--- config.mk ---
export PLATFORM = sky130hd
export DESIGN_NAME = counter_sequencer_flat
export DESIGN_NICKNAME = d
export VERILOG_FILES = /design/src/rtl/counter_sequencer_if.sv /design/src/rtl/counter_sequencer.sv /design/src/flat_wrapper.sv
export SDC_FILE = /design/constraint.sdc
export NUM_CORES = 1
export LEC_CHECK = 0
export ABC_AREA = 1
export CAP_MARGIN = 20
export CORE_MARGIN = 2
export CORE_UTILIZATION = 30
export CTS_CLUSTER_DIAMETER = 60
export DETAILED_ROUTE_END_ITERATION = 6
export PLACE_DENSITY = 0.55
export SETUP_SLACK_MARGIN = 0.02
export SLEW_MARGIN = 20
export SYNTH_ARGS = -nofsm -noshare
export SYNTH_HDL_FRONTEND = slang
export SYNTH_SLANG_ARGS = --single-unit
--- constraint.sdc ---
create_clock -name clk_2 -period 1.7 [get_ports clk_2]
set_input_delay 0.425 -clock clk_2 [delete_from_list [all_inputs] [get_ports clk_2]]
set_output_delay 0.425 -clock clk_2 [all_outputs]
set_load 0.01 [all_outputs]
--- src/rtl/counter_sequencer_if.sv ---
// Command handshake bundle for counter_sequencer: valid/ready plus opcode, value and step count.
interface counter_sequencer_if #(
    parameter int NBITS_COUNT = 4
);
    logic                   cmd_valid;
    logic                   cmd_ready;
    logic [1:0]             cmd_op;
    logic [NBITS_COUNT-1:0] cmd_value;
    logic [NBITS_COUNT-1:0] cmd_steps;

    modport master (
        output cmd_valid,
        output cmd_op,
        output cmd_value,
        output cmd_steps,
        input  cmd_ready
    );

    modport slave (
        input  cmd_valid,
        input  cmd_op,
        input  cmd_value,
        input  cmd_steps,
        output cmd_ready
    );
endinterface

--- src/rtl/counter_sequencer.sv ---
// Command-driven controller for the loadable up/down counter: LOAD, stepped UP/DOWN runs,
// free-running count with halt, and busy/done/wrap status for the display logic.
module counter_sequencer #(
    parameter int NBITS_COUNT = 4
) (
    input  logic                   clk_2,
    input  logic                   reset,
    counter_sequencer_if.slave     cmd,
    input  logic                   halt,
    output logic [NBITS_COUNT-1:0] count,
    output logic                   busy,
    output logic                   done,
    output logic                   wrapped,
    output logic [1:0]             state
);
    typedef enum logic [1:0] {
        IDLE = 2'd0,
        RUN  = 2'd1,
        FREE = 2'd2,
        DONE = 2'd3
    } state_t;

    localparam logic [1:0] OP_LOAD = 2'b00;
    localparam logic [1:0] OP_UP   = 2'b01;
    localparam logic [1:0] OP_DOWN = 2'b10;
    localparam logic [1:0] OP_FREE = 2'b11;

    localparam logic [NBITS_COUNT-1:0] COUNT_MAX = '1;
    localparam logic [NBITS_COUNT-1:0] ONE       = {{(NBITS_COUNT-1){1'b0}}, 1'b1};

    state_t                 state_reg, state_next;
    logic [NBITS_COUNT-1:0] count_reg, count_next;
    logic [NBITS_COUNT-1:0] remaining_reg, remaining_next;
    logic                   dir_reg, dir_next;
    logic                   wrapped_reg, wrapped_next;

    logic                   accept;
    logic [NBITS_COUNT-1:0] step_count;
    logic                   step_wraps;

    always_ff @(posedge clk_2 or posedge reset) begin
        if (reset) begin
            state_reg     <= IDLE;
            count_reg     <= '0;
            remaining_reg <= '0;
            dir_reg       <= 1'b0;
            wrapped_reg   <= 1'b0;
        end else begin
            state_reg     <= state_next;
            count_reg     <= count_next;
            remaining_reg <= remaining_next;
            dir_reg       <= dir_next;
            wrapped_reg   <= wrapped_next;
        end
    end

    // ready depends only on the registered state, so there is no valid->ready path
    assign accept     = cmd.cmd_valid && (state_reg == IDLE);
    assign step_count = dir_reg ? (count_reg + ONE) : (count_reg - ONE);
    assign step_wraps = dir_reg ? (count_reg == COUNT_MAX) : (count_reg == '0);

    always_comb begin
        state_next     = state_reg;
        count_next     = count_reg;
        remaining_next = remaining_reg;
        dir_next       = dir_reg;
        wrapped_next   = wrapped_reg;

        case (state_reg)
            IDLE: begin
                if (accept) begin
                    wrapped_next = 1'b0;
                    case (cmd.cmd_op)
                        OP_LOAD: begin
                            count_next = cmd.cmd_value;
                            state_next = DONE;
                        end
                        OP_UP, OP_DOWN: begin
                            dir_next       = (cmd.cmd_op == OP_UP);
                            remaining_next = cmd.cmd_steps;
                            state_next     = (cmd.cmd_steps == '0) ? DONE : RUN;
                        end
                        default: begin
                            dir_next   = cmd.cmd_value[0];
                            state_next = FREE;
                        end
                    endcase
                end
            end
            RUN, FREE: begin
                // halt wins over the step scheduled for this edge
                if (halt) begin
                    remaining_next = '0;
                    state_next     = DONE;
                end else begin
                    count_next = step_count;
                    if (step_wraps) begin
                        wrapped_next = 1'b1;
                    end
                    if (state_reg == RUN) begin
                        remaining_next = remaining_reg - ONE;
                        if (remaining_reg <= ONE) begin
                            state_next = DONE;
                        end
                    end
                end
            end
            DONE: begin
                state_next = IDLE;
            end
            default: begin
                state_next = IDLE;
            end
        endcase
    end

    assign cmd.cmd_ready = (state_reg == IDLE);
    assign busy          = (state_reg == RUN) || (state_reg == FREE);
    assign done          = (state_reg == DONE);
    assign count         = count_reg;
    assign wrapped       = wrapped_reg;
    assign state         = state_reg;
endmodule
--- src/flat_wrapper.sv ---
// flat-port wrapper written by rule: the top's interface ports become plain ports
module counter_sequencer_flat 
#(
    parameter int NBITS_COUNT = 4
)
  (clk_2, reset, halt, count, busy, done, wrapped, state, cmd_cmd_valid, cmd_cmd_op, cmd_cmd_value, cmd_cmd_steps, cmd_cmd_ready);
  counter_sequencer_if #(.NBITS_COUNT(NBITS_COUNT)) cmd_i ();
  input  logic clk_2;
  input  logic reset;
  input  logic halt;
  output logic [NBITS_COUNT-1:0] count;
  output logic busy;
  output logic done;
  output logic wrapped;
  output logic [1:0] state;
  input wire logic [$bits(cmd_i.cmd_valid)-1:0] cmd_cmd_valid;
  input wire logic [$bits(cmd_i.cmd_op)-1:0] cmd_cmd_op;
  input wire logic [$bits(cmd_i.cmd_value)-1:0] cmd_cmd_value;
  input wire logic [$bits(cmd_i.cmd_steps)-1:0] cmd_cmd_steps;
  output wire logic [$bits(cmd_i.cmd_ready)-1:0] cmd_cmd_ready;
  assign cmd_i.cmd_valid = cmd_cmd_valid;
  assign cmd_i.cmd_op = cmd_cmd_op;
  assign cmd_i.cmd_value = cmd_cmd_value;
  assign cmd_i.cmd_steps = cmd_cmd_steps;
  assign cmd_cmd_ready = cmd_i.cmd_ready;
  counter_sequencer #(.NBITS_COUNT(NBITS_COUNT)) u_core (.clk_2(clk_2), .reset(reset), .cmd(cmd_i), .halt(halt), .count(count), .busy(busy), .done(done), .wrapped(wrapped), .state(state));
endmodule
==> impl_metrics.ini, run 1 <==
[route]
drtAntennaViolNets = 0
drt_first_pass_iters = 4
routed_wl_um = 2480
drcViolationCount = 0
dr_total_vias = 1077
avgRoutedWirePerCell_um = 10.4
vias_per_cell = 4.49
drt_iter0_drc = 33

[power_and_ir_drop]
power_mw = 3.16
ir_drop_mv = 1.02
p_per_area_mw_per_mm2 = 2090
p_leak_nw = 0.798

[clocking]
cts_buffers = 3
cts_tree = done
cts_sinks = 12
insertion_delay_ns = 0.28
htree_levels = 1
clk_pin_slew_ns = 0.09
cts-root-buf = clkbuf_4
cts_buffer_depth = 2
ctsHoldBuffers = 0

[yosys]
synth_cells = 154
synth.area.top_cells = dfrtp_1 (28%), nand2_1 (18%), ha_1 (13%), inv_1 (6.6%), nor2_1 (4.1%)
yosysWarnings = 0
synth_area_per_cell_um2 = 7.05
netlist.area_leader.share_pct = 27.6
synth_top_cell_by_area = dfrtp_1
syn-cell-area_mm2 = 0.00109
ys_ff_latch = 12
ys_types = 28
synth_nets = 180
yosysSeqAreaShare_pct = 27.6

[finish]
seqCellArea_um2 = 303
finalInstanceArea_mm2 = 0.00151
fillers = 363
area_delta_synth_final_pct = 39.2
drive_above_1_share_pct = 24.2
fin_nets = 221
layout_common_cells = nand2_1 (52), inv_1 (18), clkdlybuf4s50_1 (18)
fin_util_pct = 44.2
multi_input_area_um2 = 686
final_common_cell = nand2_1
antennaDiodeCount = 0

[global_route]
antenna_found_initial = 0
grt_pass1_vias = 995
grtUsageTotal_pct = 13.3
overflow = 0
grt_pass1_wl_um = 4260
grt_start_max_net_pins = 13

[timing]
relSlewSlack_pct = 67.4
fmax_mhz = 621
setup_slack_ns = 0.0894
worstMarginPinSlew_ns = 0.489
clock_skew_ns = 0.000994
timing.final.crit_share_pct = 94.7
min_period_ns = 1.61
hold_ws_ns = 0.456
hold_violations = 0
rsz0062_at_grt = false
slew_viol_final = 0
setup_viol = 0

[critical_path]
cp_num_buf_inv = 1
startpoint_type = flip-flop
crit_family = buffers and inverters
worstPathMaxFanout = 2
critPathKind = reg -> out
reg2reg_depth = 8
critPathMaxStageDelay_ns = 0.54
cp.depth = 1
cp_cell_sequence = clkdlybuf4s50_1
cp.arrival_ns = 1.19
critical_path_required_ns = 1.27
critPathCaptureType = output pin
critPathSlowestCell = clkdlybuf4s50_1

[place]
postPlaceCellArea_mm2 = 0.00142
gp_congestion = 0.905
dp_hpwl_um = 1940
io_buffers = 23
dpl_worst_slack_ns = -0.168

[run]
cap_violations = 0

[floorplanning]
core_mm2 = 0.00342
rows = 21
io_pins = 24
die_w_um = 64.2
initial_core_util_pct = 31.8
die_area_mm2 = 0.00412
chipHeight_um = 64.2

[status]
status = complete, no violations

[worst_hold_path]
worstHoldPathType = in -> async
[synth_stat cells (all sizes together)]
library cell and instances:
nand2 58, inv 24, nor2 15, dfrtp 12, o21ai 12, ha 11
nand3 7, a21oi 3, buf 2, nand3b 2, nor3 2, or2 2
a22oi 1, fa 1, mux2 1, nand4 1
[power breakdown]
part / internal, mW / switching (mW) / total, mW / leakage [nW]
Combinational: 1.06 / 1.33 / 2.40 / 0.628
Clock: 0.130 / 0.111 / 0.242 / 0.0210
Sequential: 0.431 / 0.0949 / 0.526 / 0.149
[routing by layer]
metal	up-vias	part of all wire (%)	global-route usage (%)
met3	2	3.7	3.35
met2	20	52	23.0
met1	499	44	16.1
met4	0	0.60	3.99
li1	556	-	-
met5	-	0	0
[repair_timing]
action                                  4_1_cts  5_1_grt
setup buffers                                 4        3
endpoints found under the setup margin        9        9
gates resized for setup                      10        6
pin swaps                                     0        2
cloned                                        0        0
[worst reg2reg max path, stage by stage, from the launching register on]
cell and delay (ns):
dfrtp_1 0.36, inv_2 0.05, ha_1 0.30, buf_6 0.13, inv_4 0.06, o21ai_4 0.22, nand3b_4 0.15, o21ai_2 0.13
nand2_1 0.05
[path summary, 6_finish.rpt]
path                                                  endpoint                         from  slack (ns)
max                                                   count[2]  u_core.count[2]$_DFFE_PP0P_        0.09
min                                 u_core.wrapped$_DFFE_PP0P_                        reset        0.46
max reg2reg                u_core.remaining_reg[2]$_DFFE_PP0P_  u_core.state[1]$_DFFE_PP0P_        0.14
min reg2reg                         u_core.wrapped$_DFFE_PP0P_   u_core.wrapped$_DFFE_PP0P_        0.52
max in group asynchronous          u_core.count[0]$_DFFE_PP0P_                        reset        0.89
min in group clk_2                  u_core.wrapped$_DFFE_PP0P_   u_core.wrapped$_DFFE_PP0P_        0.52
[cell type report]
type                            instances  area share (%)
Tap cell                               46            3.81
Multi-Input combinational cell        116            45.4
Timing Repair Buffer                   38            22.1
Inverter                               24            6.29
Clock buffer                            4            2.40
Sequential cell                        12            20.0
[logic make-up after synthesis]
family          Yosys count  share of synthesized area, %
flops                    12                          27.6
buf+inv                  26                          9.91
mux                       1                          1.04
compound gates           16                          9.33
simple gates             87                          37.6
fa+ha+maj                12                          14.5
[metrics by stage]
stage | cells | TNS [ns]
floorplan | 154 | 0
global placement | 229 | -1.06
detailed placement | 229 | -1.24
CTS | 237 | 0
global route | 240 | 0
finish | 240 | 0
Power figures use the tool's default switching activity.
==> run 2, diff against run 1 <==
- GPL_ROUTABILITY_DRIVEN: unset -> 0
- TNS_END_PERCENT: unset -> 5
==> run 2 against run 1 <==
Net effect:
- sequential power up 7.6%
- critical path depth unchanged
- largest cell class unchanged
- via count down 3.9%
- worst setup slack better by 0.018 ns
- clock skew up 0.0061 ns
- power down 5.5%
- cell area down 3.1%
- fmax up 1.1%
- largest power group unchanged
==> impl_metrics.ini, run 2 (synthesized netlist as in run 1, its figures left out) <==
[status]
status = complete, no violations

[critical_path]
cp.arrival_ns = 1.17
cp_cell_sequence = clkdlybuf4s50_1
crit_family = buffers and inverters
startpoint_type = flip-flop
critical_path_required_ns = 1.27
cp_num_buf_inv = 1
critPathCaptureType = output pin
worstPathMaxFanout = 2
critPathSlowestCell = clkdlybuf4s50_1
critPathMaxStageDelay_ns = 0.53
critPathKind = reg -> out

[global_route]
grtUsageTotal_pct = 13.0
grt_pass1_wl_um = 4170
overflow = 0
antenna_found_initial = 0
grt_pass1_vias = 971
grt_start_max_net_pins = 13

[finish]
drive_above_1_share_pct = 21.8
fin_nets = 215
antennaDiodeCount = 0
layout_common_cells = nand2_1 (52), inv_1 (18), clkdlybuf4s50_1 (14)
final_common_cell = nand2_1
fin_util_pct = 42.9
area_delta_synth_final_pct = 34.8

[power_and_ir_drop]
p_leak_nw = 0.778
p_seq_share_pct = 18.9
clock_power_share_pct = 7.9
power_mw = 2.99
ir_drop_mv = 0.993
p_per_area_mw_per_mm2 = 2040
sw_frac_of_total_pct = 50.3
p_int_mw = 1.49
combPwrFrac_pct = 73.2
p_switching_mw = 1.50

[timing]
relSlewSlack_pct = 67.6
slew_viol_final = 0
timing.final.crit_share_pct = 93.7
fmax_mhz = 628
worstMarginPinSlew_ns = 0.485
rsz0062_at_grt = false
clock_skew_ns = 0.00713
hold_violations = 0
min_period_ns = 1.59
setup_viol = 0

[clocking]
cts_tree = done
clk_pin_slew_ns = 0.09
cts_sinks = 12
htree_levels = 1
cts-root-buf = clkbuf_4
cts_buffers = 3
cts_buffer_depth = 2
insertion_delay_ns = 0.28

[worst_hold_path]
worstHoldPathType = in -> async

[floorplanning]
chipHeight_um = 64.2
io_pins = 24
die_area_mm2 = 0.00412
rows = 21
core_mm2 = 0.00342
die_w_um = 64.2
initial_core_util_pct = 31.8

[route]
drt_first_pass_iters = 4
dr_total_vias = 1035
avgRoutedWirePerCell_um = 10.2
drt_iter0_drc = 30
routed_wl_um = 2380
drcViolationCount = 0
vias_per_cell = 4.42
drtAntennaViolNets = 0

[place]
dp_hpwl_um = 1940
io_buffers = 23

[run]
cap_violations = 0
-- run 2: cell count changes in the layout (fill, tap and decap cells not counted) --
cell,delta
inv_6,+1
clkdlybuf4s50_1,-4
buf_4,-6
inv_4,-1
dlygate4sd2_1,+4
-- run 2: power groups by stage --
stage / Clock, mW / Sequential (mW) / Combinational [mW]
4_1_cts: 0.249 / 0.562 / 2.13
3_3_place_gp: 0 / 0.563 / 2.17
5_1_grt: 0.259 / 0.585 / 2.51
3_5_place_dp: 0 / 0.562 / 2.21
6_report: 0.236 / 0.566 / 2.19
2_1_floorplan: 0 / 0.586 / 1.51
-- run 2: repair_timing --
item	CTS	global route
hold buffers	0	0
buffers inserted	0	1
endpoints found under the hold margin	0	0
gates resized for setup	11	10
pin swaps	0	3
cloned	0	0
endpoints found under the setup margin	9	9
-- run 2: final timing paths --
path                       slack, ns  cells past startpoint                                   to                        start
max                             0.11                      1                              wrapped   u_core.wrapped$_DFFE_PP0P_
min                             0.46                      2           u_core.wrapped$_DFFE_PP0P_                        reset
max reg2reg                     0.12                      8  u_core.remaining_reg[2]$_DFFE_PP0P_  u_core.state[1]$_DFFE_PP0P_
min reg2reg                     0.52                      2           u_core.wrapped$_DFFE_PP0P_   u_core.wrapped$_DFFE_PP0P_
max in group asynchronous       0.89                      2          u_core.count[0]$_DFFE_PP0P_                        reset
min in group clk_2              0.52                      2           u_core.wrapped$_DFFE_PP0P_   u_core.wrapped$_DFFE_PP0P_
-- run 2: stage by stage --
stage | TNS [ns] | instances | setup slack [ns] | hold slack (ns) | instance area [µm²]
6_report | 0 | 234 | 0.108 | 0.455 | 1460
2_1_floorplan | 0 | 154 | 0.0355 | 0.290 | 1090
3_3_place_gp | -1.06 | 229 | -0.136 | 0.512 | 1420
5_1_grt | 0 | 234 | 0.0188 | 0.518 | 1460
3_5_place_dp | -1.24 | 229 | -0.168 | 0.516 | 1420
4_1_cts | -0.0482 | 233 | -0.0417 | 0.471 | 1450
-- run 2: routing by layer --
metal | up-vias | wire length [µm] | share of wire (%) | GRT usage (%)
met3 | 2 | 97 | 4.1 | 3.35
met1 | 468 | 1050 | 44 | 15.6
li1 | 545 | - | - | -
met2 | 20 | 1210 | 51 | 22.7
met5 | - | 0 | 0 | 0
met4 | 0 | 15 | 0.63 | 3.99
-- run 2: area by class of cell --
type	instances	area [µm²]
sequential	12	303
timing repair buffer	32	284
multi-input combinational	116	686
clock buffer	4	36.3
tap	46	57.6
inverter	24	97.6
fill	369	1950
